`config.mk`:
```
export PLATFORM = sky130hd
export DESIGN_NAME = hack_cpu_mc
export DESIGN_NICKNAME = d
export VERILOG_FILES = /design/src/rtl/hack_cpu_mc.sv
export SDC_FILE = /design/constraint.sdc
export NUM_CORES = 1
export LEC_CHECK = 0
export ABC_AREA = 1
export BUFFER_PORTS_ARGS = -buffer_cell sky130_fd_sc_hd__clkbuf_2
export CAP_MARGIN = 20
export CORE_MARGIN = 4
export CORE_UTILIZATION = 45
export DETAILED_ROUTE_END_ITERATION = 8
export PLACE_DENSITY = 0.62
export RECOVER_POWER = 50
export SLEW_MARGIN = 20
export SYNTH_ARGS = -nofsm -noshare
export SYNTH_HDL_FRONTEND = slang
export SYNTH_SLANG_ARGS = --single-unit
```
`constraint.sdc`:
```
create_clock -name clk -period 5 [get_ports clk]
set_input_delay 0.25 -clock clk [delete_from_list [all_inputs] [get_ports clk]]
set_output_delay 0.25 -clock clk [all_outputs]
set_load 0.01 [all_outputs]
```
`src/rtl/hack_cpu_mc.sv`:
```
`default_nettype none
// ============================================================================
// Module      : hack_cpu_mc
// Description : Multi-cycle Hack CPU. Separate instruction fetch and data
//               memory request/ack handshakes; FSM sequences FETCH, RDMEM
//               (M operand read), EXEC and WRMEM (M store).
//               Optional macro HACK_CPU_ILLEGAL_HALT_EN adds a HALT state
//               entered on C-instructions whose bits[14:13] are not 2'b11.
// Revision    : 1.0 - initial release
// ============================================================================
module hack_cpu_mc #(
  parameter int DATA_W   = 16,
  parameter int ADDR_W   = 15,
  parameter int RESET_PC = 0
) (
  input  logic              clk,
  input  logic              reset,
  output logic              instr_req,
  output logic [ADDR_W-1:0] instr_addr,
  input  logic              instr_valid,
  input  logic [DATA_W-1:0] instr_data,
  output logic              mem_req,
  output logic              mem_we,
  output logic [ADDR_W-1:0] mem_addr,
  output logic [DATA_W-1:0] mem_wdata,
  input  logic [DATA_W-1:0] mem_rdata,
  input  logic              mem_ack,
  output logic [ADDR_W-1:0] pc,
  output logic              retired,
  output logic              halted
);

  localparam logic [ADDR_W-1:0] c_RESET_PC = ADDR_W'(RESET_PC);
  localparam logic [ADDR_W-1:0] c_PC_ONE   = ADDR_W'(1);

`ifdef HACK_CPU_ILLEGAL_HALT_EN
  typedef enum logic [2:0] {
    S_FETCH = 3'd0,
    S_RDMEM = 3'd1,
    S_EXEC  = 3'd2,
    S_WRMEM = 3'd3,
    S_HALT  = 3'd4
  } state_t;
`else
  typedef enum logic [1:0] {
    S_FETCH = 2'd0,
    S_RDMEM = 2'd1,
    S_EXEC  = 2'd2,
    S_WRMEM = 2'd3
  } state_t;
`endif

  state_t r_state;
  state_t w_state_nxt;

  logic [DATA_W-1:0] r_a;
  logic [DATA_W-1:0] r_d;
  logic [DATA_W-1:0] r_ir;
  logic [DATA_W-1:0] r_mdr;
  logic [DATA_W-1:0] r_wdata;
  logic [ADDR_W-1:0] r_pc;

  logic w_ld_ir;
  logic w_ld_mdr;
  logic w_ld_wdata;
  logic w_commit;

  // Decode of the latched instruction; C fields sit in the low 13 bits
  logic w_is_c;
  assign w_is_c = r_ir[DATA_W-1];

  logic [DATA_W-1:0] w_x0, w_x1, w_y0, w_y1, w_y2, w_fo, w_alu;
  logic              w_zr, w_ng, w_jump;

  // Hack ALU: x = D, y = A or MDR, zx/nx/zy/ny/f/no applied in order
  always_comb begin
    w_x0  = r_ir[11] ? '0 : r_d;
    w_x1  = r_ir[10] ? ~w_x0 : w_x0;
    w_y0  = r_ir[12] ? r_mdr : r_a;
    w_y1  = r_ir[9] ? '0 : w_y0;
    w_y2  = r_ir[8] ? ~w_y1 : w_y1;
    w_fo  = r_ir[7] ? (w_x1 + w_y2) : (w_x1 & w_y2);
    w_alu = r_ir[6] ? ~w_fo : w_fo;
  end

  assign w_zr   = (w_alu == '0);
  assign w_ng   = w_alu[DATA_W-1];
  assign w_jump = w_is_c & ((r_ir[2] & w_ng) | (r_ir[1] & w_zr) | (r_ir[0] & ~w_ng & ~w_zr));

`ifdef HACK_CPU_ILLEGAL_HALT_EN
  logic w_illegal_fetch;
  assign w_illegal_fetch = instr_data[DATA_W-1] & (instr_data[14:13] != 2'b11);
`endif

  // State register
  always_ff @(posedge clk) begin
    if (reset) begin
      r_state <= S_FETCH;
    end else begin
      r_state <= w_state_nxt;
    end
  end

  // Next-state, handshake outputs and datapath load strobes
  always_comb begin
    w_state_nxt = r_state;
    instr_req   = 1'b0;
    mem_req     = 1'b0;
    mem_we      = 1'b0;
    w_ld_ir     = 1'b0;
    w_ld_mdr    = 1'b0;
    w_ld_wdata  = 1'b0;
    w_commit    = 1'b0;
    case (r_state)
      S_FETCH: begin
        instr_req = 1'b1;
        if (instr_valid) begin
          w_ld_ir = 1'b1;
          if (instr_data[DATA_W-1] && instr_data[12]) begin
            w_state_nxt = S_RDMEM;
          end else begin
            w_state_nxt = S_EXEC;
          end
`ifdef HACK_CPU_ILLEGAL_HALT_EN
          if (w_illegal_fetch) begin
            w_state_nxt = S_HALT;
          end
`endif
        end
      end
      S_RDMEM: begin
        mem_req = 1'b1;
        if (mem_ack) begin
          w_ld_mdr    = 1'b1;
          w_state_nxt = S_EXEC;
        end
      end
      S_EXEC: begin
        if (w_is_c && r_ir[3]) begin
          w_ld_wdata  = 1'b1;
          w_state_nxt = S_WRMEM;
        end else begin
          w_commit    = 1'b1;
          w_state_nxt = S_FETCH;
        end
      end
      S_WRMEM: begin
        mem_req = 1'b1;
        mem_we  = 1'b1;
        if (mem_ack) begin
          w_commit    = 1'b1;
          w_state_nxt = S_FETCH;
        end
      end
`ifdef HACK_CPU_ILLEGAL_HALT_EN
      S_HALT: begin
        w_state_nxt = S_HALT;
      end
`endif
      default: begin
        w_state_nxt = S_FETCH;
      end
    endcase
  end

  // Datapath registers; A/D/PC change only in the commit cycle so the
  // jump target and data address always see the pre-commit A
  always_ff @(posedge clk) begin
    if (reset) begin
      r_a     <= '0;
      r_d     <= '0;
      r_ir    <= '0;
      r_mdr   <= '0;
      r_wdata <= '0;
      r_pc    <= c_RESET_PC;
    end else begin
      if (w_ld_ir) begin
        r_ir <= instr_data;
      end
      if (w_ld_mdr) begin
        r_mdr <= mem_rdata;
      end
      if (w_ld_wdata) begin
        r_wdata <= w_alu;
      end
      if (w_commit) begin
        if (!w_is_c) begin
          r_a <= {1'b0, r_ir[DATA_W-2:0]};
        end else begin
          if (r_ir[5]) begin
            r_a <= w_alu;
          end
          if (r_ir[4]) begin
            r_d <= w_alu;
          end
        end
        r_pc <= w_jump ? r_a[ADDR_W-1:0] : (r_pc + c_PC_ONE);
      end
    end
  end

  assign instr_addr = r_pc;
  assign pc         = r_pc;
  assign mem_addr   = r_a[ADDR_W-1:0];
  assign mem_wdata  = r_wdata;
  // A reset landing on a commit cycle abandons the instruction
  assign retired    = w_commit & ~reset;

`ifdef HACK_CPU_ILLEGAL_HALT_EN
  assign halted = (r_state == S_HALT);
`else
  assign halted = 1'b0;
`endif

endmodule
`default_nettype wire

```
**Yosys cells after proc, flatten, opt, wreduce, memory -nomap -nowiden**

Cells that the tools add are included.

- Equality and inequality tests: 7
- $add $sub $neg: 2
- Reduce and logical (&&, ||, !) cells: 8
- Muxes and demuxes: 27
- Bitwise logic cells: 15

Operator list:

| operator | count |
|---|---|
| $mux 16 | 9 |
| $not 16->16 | 3 |
| $add 16x16->16 | 1 |
| $and 16x16->16 | 1 |
| $logic_not 16->1 | 1 |
| $add 15x1->15 const B | 1 |
| $mux 15 | 1 |
| $mux 1 | 10 |
| $mux 2 | 5 |
| $ne 2x2->1 const B | 4 |
| $pmux 2 s4 | 1 |
| $and 1x1->1 | 6 |
| $reduce_and 3->1 | 2 |
| $eq 2x2->1 const B | 2 |
| $not 1->1 | 3 |
| $eq 2x1->1 const B | 1 |
| $logic_and 1x1->1 | 2 |
| $logic_not 2->1 | 1 |
| $or 1x1->1 | 2 |
| $pmux 1 s2 | 1 |
| $reduce_and 2->1 | 1 |
| $reduce_or 2->1 | 1 |

- Bits in registers: 97
- Logic and storage cells: 66

**Depth between registers and ports, before layout**

- Depth in word-level cells: 14
- Mapped depth: 27
- Depth with buffers taken out: 26

**Worst setup path before layout**

No wires, ideal clock.

- Path kind: register to register
- From: register r_ir[10]
- To: register r_pc[6], in the netlist instr_addr[6]
- Setup time: 0.140 ns
- Data required time: 4.860 ns
- Arrival: 3.288 ns
- Clock period less this slack: 3.429 ns
- Cell stages (with the launch flop): 25
- Slack: 1.571 ns
- Cells stage by stage: dfxtp_1 -> clkbuf_1 -> clkbuf_1 -> xor2_1 -> inv_1 -> ha_1 -> nand2_2 -> inv_2 -> a21oi_1 -> nand2_2 -> nand2_2 -> nand3_1 -> nand3_2 -> nand3_2 -> nand2_2 -> nand2_2 -> nor2_4 -> nand3_1 -> nand2_1 -> nand3_2 -> nand2_4 -> buf_12 -> nand2_4 -> nand3_2 -> a21oi_2

- Word-level cells in the longest chain between the ends: 11
- Elaborated cells on any way between the ends: 17

Ends and longest elaborated chain:

| item | line | RTL |
|---|---|---|
| from (decl) | 58 | `logic [DATA_W-1:0] r_ir;` |
| from (signal assigned) | 178 | `r_ir <= instr_data;` |
| $mux 16 (*) | 78 | `w_x1 = r_ir[10] ? ~w_x0 : w_x0;` |
| $add 16x16->16 / $and 16x16->16 (equally long branches) | 82 | `w_fo = r_ir[7] ? (w_x1 + w_y2) : (w_x1 & w_y2);` |
| $mux 16 (*) | 82 |  |
| $not 16->16 | 83 | `w_alu = r_ir[6] ? ~w_fo : w_fo;` |
| $mux 16 (*) | 83 |  |
| $logic_not 16->1 / $not 1->1 (equally long branches) | 86, 88 |  |
| $and 1x1->1 / $not 1->1 (equally long branches) | 88 | `assign w_jump = w_is_c & ((r_ir[2] & w_ng) \| (r_ir[1] & w_zr) \| (r_ir[0] & ~w_ng & ~w_zr));` |
| $or 1x1->1 / $and 1x1->1 (equally long branches) | 88 |  |
| $or 1x1->1 (*) | 88 |  |
| $and 1x1->1 (*) | 88 |  |
| $mux 15 (*) | 197 | `r_pc <= w_jump ? r_a[ADDR_W-1:0] : (r_pc + c_PC_ONE);` |
| to (signal assigned) | 175 | `r_pc <= c_RESET_PC;` |
| to (signal assigned) | 197 |  |
| to (decl) | 61 | `logic [ADDR_W-1:0] r_pc;` |

Every way passes the cells marked *; elsewhere a longest branch is shown, timed or not.
A chain may end at the register's enable or synchronous reset.

**Final worst setup path**

- From: register r_ir[11]
- To: register r_pc[2], in the netlist instr_addr[2]

- Word-level cells in the longest chain between the ends: 13
- Elaborated cells on any way between the ends: 19

Ends and longest elaborated chain:

| item | line | RTL |
|---|---|---|
| $mux 16 (*) | 77 | `w_x0 = r_ir[11] ? '0 : r_d;` |
| $not 16->16 | 78 |  |
| $mux 16 (*) | 78 |  |
| $add 16x16->16 / $and 16x16->16 (equally long branches) | 82 |  |
| $mux 16 (*) | 82 |  |
| $not 16->16 | 83 |  |
| $mux 16 (*) | 83 |  |
| $logic_not 16->1 / $not 1->1 (equally long branches) | 86, 88 |  |
| $and 1x1->1 / $not 1->1 (equally long branches) | 88 |  |
| $or 1x1->1 / $and 1x1->1 (equally long branches) | 88 |  |
| $or 1x1->1 (*) | 88 |  |
| $and 1x1->1 (*) | 88 |  |
| $mux 15 (*) | 197 |  |

Marked as above.

==> flow_metrics.env <==
export IMPL_status="complete, but fails checks"
export IMPL_violations="max-capacitance violations, max-slew violations"
export IMPL_hpwl_mm=14.59
export IMPL_worst_setup_path_end_kind="register"
export IMPL_finalClockSkew_ns=0.01548
export IMPL_yosys_register_bits=97
export IMPL_worstPathArrival_ns=4.57
export IMPL_cts_buffers=9
export IMPL_fp_dieH_um=131.6
export IMPL_worstPathMaxFanout=17
export IMPL_period_share=0.8812
export IMPL_worst_slack_ns=0.5940
export IMPL_drc_errors=0
export IMPL_gp_congestion=0.9270
export IMPL_cap_violations=1
export IMPL_placementRows=44
export IMPL_slew_headroom=-0.1782
export IMPL_hp_class="primary input to register"
export IMPL_syn_nets=1089
export IMPL_initial_core_util=0.4661
export IMPL_core_mm2=0.01475
export IMPL_io_pins=102
export IMPL_tns_ns=0
export IMPL_crit_path_start="r_ir[11]"
export IMPL_placed_area_mm2=0.007206
export IMPL_portBuffers=100
export IMPL_insertion_delay_ns=0.36
export IMPL_die_area_mm2=0.01732
export IMPL_grt_pass1_vias=5888
export IMPL_rr_startpoint="r_ir[11]"
export IMPL_start_kind="register"
export IMPL_reg2reg_depth=22
export IMPL_ctsResizeCount=0
export IMPL_avgViaCountPerCell=5.143
export IMPL_final_area_mm2=0.007430
export IMPL_final_hold_violation_count=0
export IMPL_endpoint="instr_addr[2]"
export IMPL_p_leak_nw=3.419
export IMPL_clk_pin_slew_worst_paths_ns=0.08
export IMPL_synth_edf_count=0
export IMPL_dpl_worst_slack_ns=0.7202
export IMPL_vias=6495
export IMPL_grt_pass1_wl_mm=31.44
export IMPL_cts_hold_fix_buffers=0
export IMPL_top_usage_layer="met1"
export IMPL_worst_pin_slew_ns=1.767
export IMPL_yosys_top_cells_area="dfxtp_1, nand2_1, inv_1"
export IMPL_ir_worst_vdd_v=0.0002293
export IMPL_r2r_end="instr_addr[2]"
export IMPL_drv_slew=31
export IMPL_worstPathRequired_ns=5.16
export IMPL_grt_use_met1=0.3412
export IMPL_htree_levels=3
export IMPL_ys_types=41
export IMPL_cts_sinks=97
export IMPL_postRouteAntennaNets=0
export IMPL_diodes=0
export IMPL_finalSetupViolCount=0
export IMPL_wl_per_cell_um=15.47
export IMPL_ys_async_sr_fraction=0
export IMPL_grt_use_total=0.2223
export IMPL_drive_above_1_share=0.1335
export IMPL_ys_seq_area_frac=0.2824
export IMPL_ctsRootBufferMaster="clkbuf_16"
export IMPL_finalNetCount=1128
export IMPL_fp_dieW_um=131.6
export IMPL_area_growth_pct=8.042
export IMPL_drt_total_wl_mm=19.54
export IMPL_path_class="register to register"
export IMPL_cts_tree="done"
export IMPL_yosysWarnings=0
export IMPL_post_route_min_period_ns=4.406
export IMPL_cts_buffer_depth=2
export IMPL_stdcell_count=1263
export IMPL_drt_iter0_drc=481
export IMPL_post_route_util=0.5036
export IMPL_grt_use_met2=0.3126
export IMPL_grt_max_degree=48
export IMPL_synth_area_mm2=0.006877
export IMPL_ys_flop_type="dfxtp_1"
export IMPL_max_freq_mhz=227.0
export IMPL_powerDensity_mw_per_mm2=327.2
export IMPL_synth_cells=1035
export IMPL_drt_first_pass_iters=5
export IMPL_synth_top_cell_area_share=0.2824
export IMPL_antenna_found_initial=0
export IMPL_synth_top_area_cell="dfxtp_1"
export IMPL_hold_depth=3
export IMPL_syn_mean_instance_area_um2=6.644
export IMPL_total_power_mw=2.431
export IMPL_gr_total_overflow=0
export IMPL_whs_ns=0.1530
export IMPL_dp_cells=1247
export IMPL_rsz0062_at_grt="no"
export IMPL_r2r_slack_ns=0.59
export IMPL_min_from="instr_data[3]"
export IMPL_post_cts_setup_buffers=0
export IMPL_met3_usage=0.03976
[sequential cells by signal (all words and copies together), names as in the netlist]
signal and flops:
instr_addr 15, mem_wdata 16, r_a 16, r_d 16, r_ir 16, r_mdr 16
r_state 2
[cell type report]
cell class                      instances  area (µm²)
Clock inverter                          6       76.32
Timing Repair Buffer                  111       501.7
Fill cell                            1608        7325
Multi-Input combinational cell        701        3872
Clock buffer                           10       229.0
Tap cell                              184       230.2
Sequential cell                        97        1942
Inverter                              154       578.1
[synth_stat cells, types with 4 or more instances]
cell and number:
a21oi_1 71, a21oi_2 12, a221oi_1 5, buf_2 6, buf_4 34, clkbuf_1 37
clkinv_1 5, dfxtp_1 97, ha_1 17, inv_1 139, inv_2 10, nand2_1 232
nand2_2 14, nand2_4 16, nand3_1 94, nand3_2 17, nand4_1 9, nor2_1 45
nor2_2 4, o211ai_1 21, o21ai_0 77, or2_2 4, xor2_1 44
[cells in the final DEF (no fill, tap or decap), types with 2 or more instances in the layout]
cell and n:
nand3_2 17, inv_2 10, nor2_1 45, buf_4 11, a21oi_1 71, o211ai_1 21
a221oi_1 5, nand2_4 16, a21oi_2 12, o21ai_0 77, nand2_2 14, nand4_1 9
nand3_1 94, clkinv_1 5, inv_1 139, or2_2 4, and2_1 2, xor2_1 44
o21ai_1 3, clkinvlp_4 2, clkbuf_2 35, dfxtp_1 97, inv_8 2, clkbuf_16 9
xnor2_1 3, ha_1 17, nor2_2 4, clkbuf_1 66, nand2_1 232, and2_4 2
[per-layer routing]
| layer | share of wire | up-vias | routed length [µm] |
|---|---|---|---|
| li1 | - | 3348 | - |
| met1 | 0.51 | 2951 | 9983 |
| met2 | 0.41 | 173 | 7968 |
| met3 | 0.057 | 23 | 1121 |
| met4 | 0.024 | 0 | 462 |
| met5 | 0 | - | 0 |
[where the power goes]
group          internal (mW)  total, mW  switching, mW
sequential             0.810      0.852         0.0416
clock                  0.397      0.728          0.331
combinational          0.272      0.852          0.580
[how the worst min path moves through the flow]
stage	endpoint	slack, ns
6_report	r_ir[3]	0.15
3_5_place_dp	r_mdr[14]	0.45
3_3_place_gp	r_mdr[14]	0.45
2_1_floorplan	r_ir[12]	0.42
5_1_grt	r_ir[2]	0.18
4_1_cts	r_ir[4]	0.15
[cell families (layout without fill, tap and decap cells)]
logic type,after synthesis,after routing,synth area share
DFF,97,97,0.2824
buffers and inverters,237,281,0.1545
other,1,1,0.0005453
and+or+nand+nor,445,445,0.3128
adders and majority gates,18,18,0.03384
AOI/OAI and AO/OA,190,190,0.1561
xor gates and xnor gates,47,47,0.05986
[worst max-delay path: stages (launching register included)]
cell and delay [ns]:
dfxtp_1 0.35, clkinv_1 0.42, nand2_1 0.23, xor2_1 0.30
inv_1 0.09, ha_1 0.40, nand2_2 0.11, nor2_1 0.20
nand3_1 0.17, nand3_1 0.12, nand2_1 0.05, nand3_1 0.07
nand3_1 0.07, nand2_1 0.26, nand2_1 0.12, nor2_2 0.12
nand3_1 0.11, nand2_1 0.09, nand3_2 0.26, nand2_4 0.40
nand2_1 0.10, nand3_1 0.09, a21oi_1 0.06
Power figures use the tool's default switching activity.
